File: src/rtl/xpsr_pkg.sv
// Shared field widths, bit positions, context type and IT-state helper for
// the xPSR register with hardware exception frame stack.
package xpsr_pkg;

    localparam int unsigned APSR_W       = 5;   // {N,Z,C,V,Q}
    localparam int unsigned GE_W         = 4;
    localparam int unsigned IT_W         = 8;
    localparam int unsigned EPSR_W       = 10;  // {T, 1'b0, IT[7:0]}
    localparam int unsigned FLAG_W       = 4;   // {N,Z,C,V}
    localparam int unsigned MSR_APSR_LSB = 27;  // msr_data[31:27] = {N,Z,C,V,Q}
    localparam int unsigned MSR_GE_LSB   = 16;  // msr_data[19:16] = GE
    localparam int unsigned APSR_Q_BIT   = 0;

    localparam logic T_RST = 1'b1;

    // Architectural state carried in a frame apart from the exception number,
    // whose width is a parameter of the top level.
    typedef struct packed {
        logic [APSR_W-1:0] apsr;
        logic [GE_W-1:0]   ge;
        logic [IT_W-1:0]   it;
        logic              t;
    } xpsr_ctx_t;

    // Step the IT block: finished when the mask bits run out, else shift mask.
    function automatic logic [IT_W-1:0] it_advance(input logic [IT_W-1:0] it);
        logic [IT_W-1:0] nxt;
        nxt = it;
        if (it[2:0] == 3'b000) begin
            nxt = '0;
        end else begin
            nxt[4:0] = {it[3:0], 1'b0};
        end
        return nxt;
    endfunction

endpackage

File: src/rtl/xpsr_frame_stack.sv
// Parametrised LIFO used to hold saved xPSR frames.
// Ports: i_clk, i_rst (sync, active-high), i_push/i_pop, i_data,
//        o_data (top of stack, undefined while empty), o_depth, o_full, o_empty.
module xpsr_frame_stack #(
    parameter int unsigned WIDTH = 27,
    parameter int unsigned DEPTH = 8
) (
    input  logic                         i_clk,
    input  logic                         i_rst,
    input  logic                         i_push,
    input  logic                         i_pop,
    input  logic [WIDTH-1:0]             i_data,
    output logic [WIDTH-1:0]             o_data,
    output logic [$clog2(DEPTH+1)-1:0]   o_depth,
    output logic                         o_full,
    output logic                         o_empty
);

    localparam int unsigned DW = $clog2(DEPTH + 1);
    localparam int unsigned AW = (DEPTH > 1) ? $clog2(DEPTH) : 1;

    logic [WIDTH-1:0] r_mem [DEPTH];
    logic [DW-1:0]    r_depth;
    logic             w_do_push;
    logic             w_do_pop;
    logic [AW-1:0]    w_top;

    assign o_full    = (r_depth == DW'(DEPTH));
    assign o_empty   = (r_depth == '0);
    assign w_do_push = i_push && !i_pop && !o_full;
    assign w_do_pop  = i_pop && !i_push && !o_empty;
    assign w_top     = AW'(r_depth - DW'(1));

    // Occupancy counter; contents are deliberately not reset.
    always_ff @(posedge i_clk) begin
        if (i_rst) begin
            r_depth <= '0;
        end else if (w_do_push) begin
            r_depth <= r_depth + DW'(1);
        end else if (w_do_pop) begin
            r_depth <= r_depth - DW'(1);
        end
    end

    always_ff @(posedge i_clk) begin
        if (w_do_push) begin
            r_mem[AW'(r_depth)] <= i_data;
        end
    end

    assign o_data  = r_mem[w_top];
    assign o_depth = r_depth;

endmodule

File: src/rtl/xpsr_stack_reg.sv
// Program status register (APSR, GE, IPSR, EPSR) with a hardware frame stack
// for nested exceptions, including tail-chain handling.
// Inputs : retire-stage updates (flags, Q, MSR, GE, IT load/advance) and
//          exception entry/return with exception number.
// Outputs: registered apsr/ge/ipsr/epsr, in_it, stack depth/full/empty and
//          one-cycle overflow/underflow error pulses.
module xpsr_stack_reg
    import xpsr_pkg::*;
#(
    parameter int unsigned DEPTH = 8,
    parameter int unsigned EXC_W = 9,
    parameter int unsigned GE_EN = 1
) (
    input  logic                         i_clk,
    input  logic                         i_rst,
    input  logic                         i_inst_valid,
    input  logic                         i_flag_we,
    input  logic [FLAG_W-1:0]            i_flag_mask,
    input  logic [FLAG_W-1:0]            i_flag_in,
    input  logic                         i_q_set,
    input  logic                         i_msr_we,
    input  logic [31:0]                  i_msr_data,
    input  logic                         i_ge_we,
    input  logic [GE_W-1:0]              i_ge_in,
    input  logic                         i_it_load,
    input  logic [IT_W-1:0]              i_it_in,
    input  logic                         i_exc_entry,
    input  logic [EXC_W-1:0]             i_exc_num,
    input  logic                         i_exc_return,
    output logic [APSR_W-1:0]            o_apsr,
    output logic [GE_W-1:0]              o_ge,
    output logic [EXC_W-1:0]             o_ipsr,
    output logic [EPSR_W-1:0]            o_epsr,
    output logic                         o_in_it,
    output logic [$clog2(DEPTH+1)-1:0]   o_depth,
    output logic                         o_stack_full,
    output logic                         o_stack_empty,
    output logic                         o_ovf_err,
    output logic                         o_unf_err
);

    // Frame layout, MSB first: {apsr, ge, ipsr, IT, T}
    localparam int unsigned FRAME_W = APSR_W + GE_W + EXC_W + IT_W + 1;

    logic [APSR_W-1:0] r_apsr;
    logic [GE_W-1:0]   r_ge;
    logic [EXC_W-1:0]  r_ipsr;
    logic [IT_W-1:0]   r_it;
    logic              r_t;
    logic              r_ovf;
    logic              r_unf;

    xpsr_ctx_t         w_nx;
    xpsr_ctx_t         w_pop_ctx;
    logic [EXC_W-1:0]  w_pop_ipsr;
    logic [FRAME_W-1:0] w_push_frame;
    logic [FRAME_W-1:0] w_pop_frame;
    logic              w_full;
    logic              w_empty;
    logic              w_push;
    logic              w_pop;
    logic              w_tail;
    logic              w_ovf;
    logic              w_unf;
    logic              w_unused_msr;

    assign w_unused_msr = ^{i_msr_data[26:20], i_msr_data[15:0], i_ge_in};

    // Merged next state from retire-stage updates, before exception handling.
    always_comb begin
        w_nx.apsr = r_apsr;
        w_nx.ge   = r_ge;
        w_nx.it   = r_it;
        w_nx.t    = r_t;
        if (i_msr_we) begin
            w_nx.apsr = i_msr_data[MSR_APSR_LSB +: APSR_W];
        end
        if (i_flag_we) begin
            w_nx.apsr[APSR_W-1:1] = (w_nx.apsr[APSR_W-1:1] & ~i_flag_mask)
                                  | (i_flag_in & i_flag_mask);
        end
        if (i_q_set) begin
            w_nx.apsr[APSR_Q_BIT] = 1'b1;
        end
        if (GE_EN != 0) begin
            if (i_ge_we) begin
                w_nx.ge = i_ge_in;
            end else if (i_msr_we) begin
                w_nx.ge = i_msr_data[MSR_GE_LSB +: GE_W];
            end
        end else begin
            w_nx.ge = '0;
        end
        if (i_it_load) begin
            w_nx.it = i_it_in;
        end else if (i_inst_valid) begin
            w_nx.it = it_advance(r_it);
        end
    end

    // Exception event decode; guarding keeps the stack from over/underflowing.
    assign w_push = i_exc_entry && !i_exc_return && !w_full;
    assign w_pop  = i_exc_return && !i_exc_entry && !w_empty;
    assign w_tail = i_exc_entry && i_exc_return && !w_empty;
    assign w_ovf  = i_exc_entry && !i_exc_return && w_full;
    assign w_unf  = i_exc_return && w_empty;

    assign w_push_frame = {w_nx.apsr, w_nx.ge, r_ipsr, w_nx.it, w_nx.t};

    assign w_pop_ctx.apsr = w_pop_frame[FRAME_W-1 -: APSR_W];
    assign w_pop_ctx.ge   = w_pop_frame[FRAME_W-APSR_W-1 -: GE_W];
    assign w_pop_ipsr     = w_pop_frame[IT_W+1 +: EXC_W];
    assign w_pop_ctx.it   = w_pop_frame[1 +: IT_W];
    assign w_pop_ctx.t    = w_pop_frame[0];

    xpsr_frame_stack #(
        .WIDTH (FRAME_W),
        .DEPTH (DEPTH)
    ) u_stack (
        .i_clk   (i_clk),
        .i_rst   (i_rst),
        .i_push  (w_push),
        .i_pop   (w_pop),
        .i_data  (w_push_frame),
        .o_data  (w_pop_frame),
        .o_depth (o_depth),
        .o_full  (w_full),
        .o_empty (w_empty)
    );

    // Live register update; a faulting exception event leaves state untouched.
    always_ff @(posedge i_clk) begin
        if (i_rst) begin
            r_apsr <= '0;
            r_ge   <= '0;
            r_ipsr <= '0;
            r_it   <= '0;
            r_t    <= T_RST;
            r_ovf  <= 1'b0;
            r_unf  <= 1'b0;
        end else begin
            r_ovf <= w_ovf;
            r_unf <= w_unf;
            if (w_pop) begin
                r_apsr <= w_pop_ctx.apsr;
                r_ge   <= w_pop_ctx.ge;
                r_ipsr <= w_pop_ipsr;
                r_it   <= w_pop_ctx.it;
                r_t    <= w_pop_ctx.t;
            end else if (w_push) begin
                r_apsr <= w_nx.apsr;
                r_ge   <= w_nx.ge;
                r_ipsr <= i_exc_num;
                r_it   <= '0;
                r_t    <= 1'b1;
            end else if (w_tail) begin
                r_apsr <= w_nx.apsr;
                r_ge   <= w_nx.ge;
                r_ipsr <= i_exc_num;
                r_it   <= '0;
            end else if (!i_exc_entry && !i_exc_return) begin
                r_apsr <= w_nx.apsr;
                r_ge   <= w_nx.ge;
                r_it   <= w_nx.it;
            end
        end
    end

    assign o_apsr        = r_apsr;
    assign o_ge          = r_ge;
    assign o_ipsr        = r_ipsr;
    assign o_epsr        = {r_t, 1'b0, r_it};
    assign o_in_it       = |r_it[3:0];
    assign o_stack_full  = w_full;
    assign o_stack_empty = w_empty;
    assign o_ovf_err     = r_ovf;
    assign o_unf_err     = r_unf;

endmodule

File: config.mk
export PLATFORM = sky130hd
export DESIGN_NAME = xpsr_stack_reg
export DESIGN_NICKNAME = d
export VERILOG_FILES = /design/src/rtl/xpsr_pkg.sv /design/src/rtl/xpsr_frame_stack.sv /design/src/rtl/xpsr_stack_reg.sv
export SDC_FILE = /design/constraint.sdc
export NUM_CORES = 1
export LEC_CHECK = 0
export ABC_AREA = 1
export BUFFER_PORTS_ARGS = -buffer_cell sky130_fd_sc_hd__buf_2
export CAP_MARGIN = 5
export CORE_ASPECT_RATIO = 1.25
export CORE_MARGIN = 8
export CORE_UTILIZATION = 59
export CTS_CLUSTER_DIAMETER = 30
export DETAILED_ROUTE_END_ITERATION = 12
export GPL_ROUTABILITY_DRIVEN = 1
export MAX_ROUTING_LAYER = met4
export PLACE_DENSITY_LB_ADDON = 0.25
export SLEW_MARGIN = 30
export SYNTH_ARGS = -nofsm -noshare
export SYNTH_HDL_FRONTEND = slang
export SYNTH_SLANG_ARGS = --single-unit
File: constraint.sdc
create_clock -name i_clk -period 4.4 [get_ports i_clk]
set_input_delay 0.44 -clock i_clk [delete_from_list [all_inputs] [get_ports i_clk]]
set_output_delay 0.44 -clock i_clk [all_outputs]
set_load 0.005 [all_outputs]
---- Word level (Yosys, flattened, before mapping) ----
Memories as Yosys holds them, arrays and structs flattened.
Cells that the tools add are included.
word-level totals
  register bits after elaboration ......... 33
  memory bits (writable) .................. 216
  input port bits ......................... 71
  output and inout bits ................... 37
  logic and storage cells ................. 72
  memories kept ........................... 1
operators by class
  add/sub/neg operators ................... 2
  eq/ne operators ......................... 1
  mux-type cells .......................... 30
  bitwise operators ....................... 4
  reductions and logical operators ........ 26
memories
  name           depth  bits a word  read ports  clocked after Yosys merged registers in  write ports  RTL line                RTL
  u_stack.r_mem  8      27           1           0                                        1            xpsr_frame_stack.sv:22  logic [WIDTH-1:0] r_mem [DEPTH];
operators with widths
  cell                 count
  $mux 8               6
  $mux 4               9
  $mux 5               6
  $mux 9               3
  $logic_and 1x1->1    13
  $and 4x4->4          2
  $logic_not 1->1      6
  $mux 1               5
  $add 4x1->4 const B  1
  $eq 4x4->1 const B   1
  $logic_not 4->1      1
  $not 4->4            1
  $or 4x4->4           1
  $reduce_bool 2->1    2
  $reduce_bool 4->1    1
  $reduce_or 4->1      1
  $sub 4x1->4 const B  1
  $logic_not 3->1      1
  $mux 3               1
  $reduce_bool 3->1    1

---- Logic depth before layout (Yosys ltp) ----
Gate-level depths: netlist of the first run.
  word-level depth ........................ 8
  depth in mapped cells ................... 13
  gate-level depth less buffers ........... 9

---- Modules after synthesis ----
From an unflattened synthesis of the first run, not the netlist that was laid out.
second synthesis, totals
  cell total of the unflattened synthesis .. 1,050
  area, all modules ....................... 10,767.8 um2
modules (own cells, without submodules)
  module            times used  cells an instance  area an instance (um2)  sequential area each (um2)
  xpsr_frame_stack  1           727                8,888.5                 6,566.3
  xpsr_stack_reg    1           323                1,879.3                 580.6

---- Worst setup path before layout of the first run ----
OpenSTA, ideal clock, no wires.
  path type ............................... reg-to-reg
  start point ............................. reg u_stack.r_depth[0] (netlist: u_stack.o_depth[0])
  end point ............................... mem u_stack.r_mem[6][0] (enable)
  library setup time ...................... 0.445 ns
  arrival time ............................ 3.505 ns
  required time ........................... 3.955 ns
  setup slack ............................. 0.451 ns
  cell stages (with the launch flop) ...... 11
  buffers on the path ..................... 3
  clock period less this slack ............ 3.949 ns
  cells stage by stage .................... dfxtp_1 > buf_4 > inv_2 > buf_4 > buf_2 > ha_1 > nand3_2 > nand2_4 > inv_1 > nand2_1 > nor3_1
on the way
  longest elaborated chain between the ends .. 8
  elaborated cells on any way between the ends .. 11
  those cells by class .................... eq/ne (1); mux (2); reduce/logical (8)
RTL lines
  element                          RTL line                RTL
  start, declared                  xpsr_frame_stack.sv:23  logic [DW-1:0] r_depth;
  start signal, assigned           xpsr_frame_stack.sv:39  r_depth <= r_depth + DW'(1);
  start signal, assigned           xpsr_frame_stack.sv:41  r_depth <= r_depth - DW'(1);
  $logic_not 4->1                  xpsr_frame_stack.sv:29  assign o_empty = (r_depth == '0);
  $logic_not 1->1                  xpsr_stack_reg.sv:103   assign w_pop = i_exc_return && !i_exc_entry && !w_empty;
  $logic_and 1x1->1                xpsr_stack_reg.sv:103
  $logic_not 1->1                  xpsr_frame_stack.sv:30  assign w_do_push = i_push && !i_pop && !o_full;
  $logic_and 1x1->1 (2 in series)  xpsr_frame_stack.sv:30
  $mux 1                           xpsr_frame_stack.sv:46  if (w_do_push) begin
  $mux 1 (not written as such)     xpsr_frame_stack.sv:47  r_mem[AW'(r_depth)] <= i_data;
  end, declared                    xpsr_frame_stack.sv:22
Parallel ways exist; a longest one is shown, timed or not.

---- Worst setup path after layout of the first run ----
  start point ............................. reg u_stack.r_depth[1] (netlist: u_stack.o_depth[1])
  end point ............................... mem u_stack.r_mem[2][15] (enable)
Same word-level chain as after synthesis.

==> results of run 1 <==
[registers in the layout, indices dropped and copies added, names as in the netlist]
name             flops
o_ipsr               9
r_t                  1
o_ovf_err            1
u_stack.r_mem      216
o_ge                 4
o_apsr               5
o_unf_err            1
u_stack.o_depth      4
r_it                 8
[power by group through the flow]
stage,Clock [mW],Sequential [mW],Combinational [mW]
final,3.21,2.82,1.17
after CTS,3.23,2.82,1.18
after detailed placement,0,2.86,1.17
after global placement,0,2.86,1.14
after global routing,3.34,2.83,1.30
after floorplan,0,2.84,0.860
[worst max-delay path, delay by kind of cell, from the launching register on]
| family | cells | cell delay (ns) |
|---|---|---|
| simple gates | 4 | 1.14 |
| buf+inv | 3 | 0.72 |
| flops | 1 | 0.39 |
| fa+ha+maj | 1 | 0.25 |
[layer usage]
metal  GRT usage [%]  vias to the layer above  wire (µm)  part of all wire, %
li1                -                     3664          -                    -
met1            27.8                     3665      10500                   40
met2            39.2                      327      13500                   52
met3            3.89                       34       1710                  6.5
met4            9.33                        0        541                  2.1
met5               -                        -          0                    0
[cells in the final DEF, fill, tap and decap left out, drive strengths merged, types with 3 or more instances in the layout]
master and instances:
edfxtp 216, a21oi 32, bufinv 6, and2 4
nand3 100, nor2 181, inv 57, clkbuf 47
o21ai 119, nand3b 3, buf 99, dfxtp 33
clkinv 14, nand2 220
[kinds of logic after synthesis]
group                    after synthesis
AND/OR/NAND/NOR                      512
flip-flops                           249
buffers and inverters                116
other                                  1
XOR/XNOR                               1
AO/OA/AOI/OAI                        152
adder cells (fa/ha/maj)                2
[final cells by class]
cell class,count,area share (%)
clock buffer,47,8.44
tap,228,2.25
multi-input combinational,668,24.5
clock inverter,27,2.52
timing repair buffer,99,4.26
sequential,249,56.5
inverter,51,1.57
[metrics by stage]
stage          utilization (%)  hold WS [ns]  area [µm²]
2_1_floorplan                -         0.509       10800
3_3_place_gp              62.5         0.536       11300
3_5_place_dp              62.5         0.544       11300
4_1_cts                   70.2         0.162       12700
5_1_grt                   70.2         0.160       12700
6_report                  70.2         0.175       12700
[worst max path at each step]
stage	from	endpoint	slack (ns)
after floorplan	u_stack.o_depth[0]$_SDFFE_PP0P_	u_stack.r_mem[6][0]$_DFFE_PP_	0.45
after global placement	u_stack.o_depth[0]$_SDFFE_PP0P_	u_stack.r_mem[2][26]$_DFFE_PP_	1.36
after detailed placement	u_stack.o_depth[0]$_SDFFE_PP0P_	u_stack.r_mem[2][18]$_DFFE_PP_	1.29
after CTS	u_stack.o_depth[0]$_SDFFE_PP0P_	u_stack.r_mem[2][15]$_DFFE_PP_	1.29
after global routing	u_stack.o_depth[1]$_SDFFE_PP0P_	u_stack.r_mem[2][26]$_DFFE_PP_	1.42
final	u_stack.o_depth[1]$_SDFFE_PP0P_	u_stack.r_mem[2][15]$_DFFE_PP_	1.56
==> flow_summary.ini, run 1 <==
[clock_tree]
cts.sink_count = 249
htree_levels = 2
cts_hold_buf = 0
cts_buffers = 40
post_cts_resized = 0
cts.reportedPaths.clkPinSlew_ns = 0.05
cts_setup_buffers = 0
cts_buffer_depth = 3
cts_tree = yes
clk_latency_ns = 0.52
cts-root-buf = clkbuf_16

[flow_run]
drv_cap = 0

[worst_setup_path]
critPathMaxStageDelay_ns = 0.69
crit_fanout = 17
crit_path_end_kind = flop
cp.arrival_ns = 3.02
worstRegToRegCells = 8
r2r_end = u_stack.r_mem[2][15]$_DFFE_PP_
path_class = reg2reg
crit_path_cell_trace = inv_1, ha_2, nand3_2, nand2_4, inv_1, nand2_1, nor2_2, buf_4
crit_required_ns = 4.58
cpMaxStageDelayCell = nor2_2
crit_path_start_kind = flop
regToRegStartpoint = u_stack.o_depth[1]$_SDFFE_PP0P_
reg2reg_slack_ns = 1.56
crit_path_frequent_cell = inv_1

[grt]
globalRouteOverflowTotal = 0
grt_start_max_net_pins = 107
grt_pass1_wl_um = 40600
grt_pass1_vias = 7557
antenna_found_initial = 0
track_usage_pct = 23.5

[sta]
fmax_mhz = 352
fin_crit_sh_pct = 64.7
fin_ws_ns = 1.56
clock_skew_ns = 0.0142
finalHoldViolCount = 0
fin_tns_setup_ns = 0
fin_crit_ns = 2.84
maxSlewHeadroom_pct = 42.3
setup_viol = 0
tightest_slew_ns = 0.865
rsz0062_at_grt = false
maxSlewViolCount = 0

[yosys]
synth-main-ff-cell = edfxtp_1
ys_ff_latch = 249
syn_inst = 1033
syn_area_per_cell_um2 = 10.5
synthAdderAreaFrac_pct = 0.231
synth_compound_area_share_pct = 7.70
netlist_top_cells_count = 217 x nand2_1, 216 x edfxtp_1, 181 x nor2_1, 110 x o21ai_0, 86 x nand3_1
synthXorXnorAreaFrac_pct = 0.255
post-synth-top-count-cell = nand2_1
yosysTopAreaCell = edfxtp_1
synth_edf_count = 216
ys_warn_count = 0
synth_top_cell_area_share_pct = 60.0
synth.distinct_cells = 33
synthSimpleGateAreaFrac_pct = 20.2
syn_area_um2 = 10800
syn_nets = 1106
synth-seq-area-share_pct = 66.1
synth_top_family_by_area = simple AND/OR/NAND/NOR gates
synth_mux_area_share_pct = 0
async_flop_share_pct = 0
synth_area_leaders = edfxtp_1 60%, nand2_1 7.5%, nor2_1 6.3%

[drt]
drc = 0
detail-route-antenna-nets = 0
vias = 7690
postRouteWirelength_um = 26200
firstDrtPassIters = 7
dr.first_iter.drc_count = 657
avgRoutedWirePerCell_um = 19.2
viasPerCell = 5.62

[cells_and_area]
fill_cells = 1288
final_layout_size_suffix_gt1_share_pct = 19.2
antennaDiodeCount = 0
synthToLayoutAreaGrowth_pct = 17.1
seqCellArea_um2 = 7150
multi_input_area_um2 = 3100
layout.cells.non_filler = 1369
layout.nets = 1182

[place]
place_congestion = 0.786
dp_slack_ns = 1.29
io_buffers = 83
post-dp-hpwl_um = 14500
dp_cells = 1295

[floorplanning]
start_util_pct = 60.0
dieHeight_um = 167
pin_count = 108
rows = 55
design.core.area_um2 = 18000
dieArea_um2 = 22900
die_w_um = 137

[pwr]
pwr-share-seq_pct = 39.2
comb_power_share_pct = 16.3
clkPwrFrac_pct = 44.5
p_sw_mw = 2.01
swShare_pct = 27.9
p_leak_nw = 4.97
power.total_mw = 7.20
ir_drop_v = 0.000443
power.internal_mw = 5.20
p_per_area_nw_per_um2 = 569

[worst_hold_path]
hold_class = in2reg
whs_path_depth = 2
hold_end = u_stack.o_depth[2]$_SDFFE_PP0P_
hp-start = i_rst

[status]
status = complete, no violations
Power figures use the tool's default switching activity.
==> inputs of run 2 (changes only) <==
- ABC_AREA: 1 -> 0
- CORE_UTILIZATION: 59 -> 53
- clock period: 4.4 -> 2.3 ns (I/O delays scaled with it)
==> flow_summary.ini, run 2 <==
[floorplanning]
die_w_um = 139
start_util_pct = 53.8
dieArea_um2 = 23600
rows = 56
design.core.area_um2 = 18600
dieHeight_um = 170
pin_count = 108

[place]
io_buffers = 83
post-dp-hpwl_um = 13500
dp_cells = 869
place_congestion = 0.816
post_dp_cell_area_um2 = 10900
dp_slack_ns = 0.181

[clock_tree]
cts_buffer_depth = 3
htree_levels = 2
cts_buffers = 38
cts_tree = yes
clk_latency_ns = 0.50
cts_setup_buffers = 0
cts.reportedPaths.clkPinSlew_ns = 0.05
post_cts_resized = 0
cts-root-buf = clkbuf_16
cts.sink_count = 249
cts_hold_buf = 0

[sta]
fin_crit_ns = 2.16
fin_tns_setup_ns = 0
maxSlewHeadroom_pct = 32.5
finalHoldViolCount = 0
setup_viol = 0
fin_crit_sh_pct = 93.7
fin_ws_ns = 0.144
tightest_slew_ns = 1.00
maxSlewViolCount = 0
fmax_mhz = 464
clock_skew_ns = 0.0198
rsz0062_at_grt = false

[yosys]
post-synth-top-count-cell = edfxtp_1
netlist_top_cells_count = 216 x edfxtp_1, 54 x mux4_2, 33 x dfxtp_1, 26 x o21ai_0, 19 x nand2_1
yosysTopAreaCell = edfxtp_1
synth-main-ff-cell = edfxtp_1
syn_area_per_cell_um2 = 17.7
ys_ff_latch = 249
syn_inst = 567
synth_top_cell_area_share_pct = 64.7
synth-seq-area-share_pct = 71.3
syn_nets = 640
async_flop_share_pct = 0
ys_warn_count = 0
synth.distinct_cells = 49
synth_edf_count = 216
synth_area_leaders = edfxtp_1 65%, mux4_2 12%, dfxtp_1 6.6%
syn_area_um2 = 10000

[drt]
vias = 5758
avgRoutedWirePerCell_um = 24.5
firstDrtPassIters = 5
dr.first_iter.drc_count = 479
drc = 0
postRouteWirelength_um = 22900
detail-route-antenna-nets = 0
viasPerCell = 6.14

[cells_and_area]
largest_register_ff_count = 216
regMostFlops = u_stack.r_mem
final_layout_size_suffix_gt1_share_pct = 36.8
layout.nets = 750
layout.cells.non_filler = 938
antennaDiodeCount = 0
final_area_um2 = 12100
synthToLayoutAreaGrowth_pct = 21.1
layout_commonest_cell = edfxtp_1
mostFrequentLayoutCells = 216 x edfxtp_1, 83 x buf_2, 54 x mux4_2

[worst_setup_path]
crit_required_ns = 2.49
crit_fanout = 8
crit_path_start_kind = flop
cp.arrival_ns = 2.34
crit_path_end_kind = flop
regToRegStartpoint = u_stack.o_depth[1]$_SDFFE_PP0P_
critPathLaunch = u_stack.o_depth[1]$_SDFFE_PP0P_
path_class = reg2reg

[pwr]
p_per_area_nw_per_um2 = 1080
ir_drop_v = 0.000633
power.total_mw = 13.2
p_leak_nw = 4.13

[grt]
grt_pass1_wl_um = 35800
antenna_found_initial = 0
grt_start_max_net_pins = 49
grt_pass1_vias = 6138
track_usage_pct = 20.5
globalRouteOverflowTotal = 0

[worst_hold_path]
hold_class = in2reg
hp-start = i_rst

[flow_run]
drv_cap = 0

[status]
status = complete, no violations
==> run 2: cell types whose count changed after synthesis, moves of 11 or more <==
cell,before,now
inv_1,45,5
nand3_2,11,0
nand2_1,217,19
nor2_1,181,12
mux2i_1,0,11
nand3_1,86,18
o21ai_0,110,26
a21oi_2,19,1
nand2b_1,0,13
mux4_2,0,54
==> run 2: power breakdown <==
group / internal (mW) / switching (mW)
clock: 3.49 / 2.04
sequential: 5.29 / 0.239
combinational: 0.959 / 1.14
total: 9.75 / 3.41
==> run 2: kinds of logic (layout without fill, tap and decap cells) <==
group | Yosys count | after routing | share of synthesized area, %
flops | 249 | 249 | 71.3
compound gates | 95 | 95 | 6.23
simple gates | 94 | 94 | 5.00
mux | 73 | 73 | 14.1
buf+inv | 50 | 189 | 2.67
xor+xnor | 3 | 3 | 0.337
fa+ha+maj | 2 | 2 | 0.250
other cells | 1 | 1 | 0.0374
==> run 2: layer usage <==
| metal | wire length, µm | GRT usage [%] | part of all wire (%) | up-vias |
|---|---|---|---|---|
| met2 | 11400 | 33.1 | 50 | 250 |
| met4 | 499 | 7.60 | 2.2 | 0 |
| met3 | 1510 | 3.77 | 6.6 | 44 |
| met5 | 0 | - | 0 | - |
| met1 | 9510 | 25.6 | 41 | 2942 |
| li1 | - | - | - | 2522 |
==> run 2: layout make-up <==
cell class                      count  area, µm²
Sequential cell                   249       7150
Fill cell                        1294       6500
Multi-Input combinational cell    268       2690
Clock buffer                       45        998
Timing Repair Buffer              114        723
Tap cell                          232        290
Clock inverter                     24        249
Inverter                            6       30.0
==> run 2: critical path, stage by stage, from the launching register on <==
cell      delay [ns]
dfxtp_2         0.45
inv_1           0.15
ha_4            0.22
nand3b_1        0.21
nand2_4         0.14
nor4_4          0.42
buf_4           0.26
==> run 2: path summary, 6_finish.rpt <==
check,cells past startpoint,to,slack [ns]
setup / recovery,6,u_stack.r_mem[0][5]$_DFFE_PP_,0.14
hold reg to reg,2,o_ge[0]$_SDFFE_PP0P_,0.50
setup reg to reg,6,u_stack.r_mem[0][5]$_DFFE_PP_,0.14
hold / removal,2,u_stack.o_depth[2]$_SDFFE_PP0P_,0.08
==> run 2: through the flow <==
stage                     util [%]  hold WS, ns
final                         65.1       0.0783
after global routing          65.1       0.0694
after CTS                     65.1       0.0510
after detailed placement      58.4        0.487
after global placement        58.4        0.488
after floorplan                  -        0.292
==> inputs of run 3 (changes only) <==
- ABC_AREA: 0 -> 1
==> flow_summary.ini, run 3 (synthesized netlist as in run 1, its figures left out) <==
[cells_and_area]
antennaDiodeCount = 0
seqCellArea_um2 = 7150
final_area_um2 = 13000
regMostFlops = u_stack.r_mem
layout.nets = 1194
layout.cells.non_filler = 1421
fill_cells = 1560
final_layout_size_suffix_gt1_share_pct = 20.4
multi_input_area_um2 = 3180
fin_util_pct = 64.5
largest_register_ff_count = 216
synthToLayoutAreaGrowth_pct = 19.9
mostFrequentLayoutCells = 216 x nand2_1, 216 x edfxtp_1, 174 x nor2_1

[drt]
avgRoutedWirePerCell_um = 18.6
firstDrtPassIters = 5
detail-route-antenna-nets = 0
dr.first_iter.drc_count = 632
drc = 0
vias = 7740
postRouteWirelength_um = 26400
viasPerCell = 5.45

[worst_setup_path]
reg2reg_slack_ns = 0.27
path_delay_family = buffers and inverters
crit_fanout = 63
crit_buf_inv = 3
crit_path_end_kind = flop
cpMaxStageDelayCell = buf_6
path_depth = 7
cp.arrival_ns = 2.45
crit_required_ns = 2.73
crit_path_start_kind = flop
crit_path_cell_trace = inv_6, buf_4, buf_6, o21ai_0, nand3_1, nand3_1, a21oi_2
worstRegToRegCells = 7
crit_path_frequent_cell = nand3_1
path_class = reg2reg
critPathMaxStageDelay_ns = 0.46

[sta]
rsz0062_at_grt = false
tightest_slew_ns = 0.876
worst_hold_slack_ns = 0.0700
setup_viol = 0
clock_skew_ns = 0.0110
fin_crit_sh_pct = 88.1
fmax_mhz = 494
fin_crit_ns = 2.03
maxSlewViolCount = 0
finalHoldViolCount = 0
maxSlewHeadroom_pct = 41.0

[clock_tree]
cts.sink_count = 249
cts_setup_buffers = 0
cts.reportedPaths.clkPinSlew_ns = 0.05
cts_buffer_depth = 3
cts-root-buf = clkbuf_16
htree_levels = 2
clk_latency_ns = 0.51
cts_tree = yes
cts_buffers = 40

[grt]
track_usage_pct = 21.8
antenna_found_initial = 0
grt_start_max_net_pins = 77
globalRouteOverflowTotal = 0
grt_pass1_vias = 7717
grt_pass1_wl_um = 40900

[pwr]
ir_drop_v = 0.000887
power.total_mw = 13.5
p_leak_nw = 5.05
p_per_area_nw_per_um2 = 1040

[floorplanning]
rows = 58
dieArea_um2 = 25300
die_w_um = 144
pin_count = 108
start_util_pct = 53.8
dieHeight_um = 176
design.core.area_um2 = 20100

[worst_hold_path]
hold_class = in2reg
whs_path_depth = 3

[place]
post_dp_cell_area_um2 = 11600
io_buffers = 83
dp_cells = 1347
post-dp-hpwl_um = 14400
place_congestion = 0.769

[status]
status = complete, no violations

[flow_run]
drv_cap = 0
run 3: cell types whose count changed in the layout (fill, tap and decap cells not counted), moves of 13 or more:
cell	previous run	this run
nand3_1	18	86
nand2b_1	13	0
a21oi_2	1	19
inv_1	4	44
o21ai_0	21	110
nor2_1	9	174
mux4_2	54	0
nand2_1	18	216
run 3: worst paths after layout:
kind / end / startpoint
max reg2reg: r_it[0]$_SDFFE_PP0P_ / u_stack.o_depth[0]$_SDFFE_PP0P_
min reg2reg: o_ge[0]$_SDFFE_PP0P_ / o_ge[0]$_SDFFE_PP0P_
min: o_ovf_err$_SDFF_PP0_ / i_exc_entry
max: r_it[0]$_SDFFE_PP0P_ / u_stack.o_depth[0]$_SDFFE_PP0P_
run 3: routing by layer:
metal	part of all wire [%]	up-vias	track usage [%]
met3	6.4	55	3.37
met4	2.5	0	8.04
met2	51	276	36.8
met1	40	3716	26.0
li1	-	3693	-
met5	0	-	-
run 3: area by class of cell:
type,instances,area share [%]
sequential,249,55.1
clock buffer,45,8.26
tap,270,2.60
clock inverter,27,1.92
timing repair buffer,111,5.95
inverter,51,1.63
multi-input combinational,668,24.5
run 3: repair_timing:
action / 4_1_cts / 5_1_grt
hold buffers: 2 / 0
endpoints found under the hold margin: 2 / 0
resized for setup: 0 / 1
setup endpoints to repair: 0 / 2
run 3: through the flow:
stage	setup TNS, ns	setup slack [ns]
final	0	0.274
after global placement	0	0.233
after floorplan	-4.23	-0.151
after detailed placement	0	0.163
after CTS	0	0.0714
after global routing	0	0.163
run 3: tightest hold or removal path, cell delays in order:
cell and delay (ns):
buf_2 0.10, inv_1 0.12, nor4_1 0.07
run 3: power breakdown:
| group | switching (mW) | leakage [nW] | internal (mW) |
|---|---|---|---|
| clock network | 2.11 | 0.651 | 3.63 |
| registers | 0.173 | 2.24 | 5.23 |
| logic | 1.60 | 2.16 | 0.780 |
| total | 3.88 | 5.05 | 9.64 |
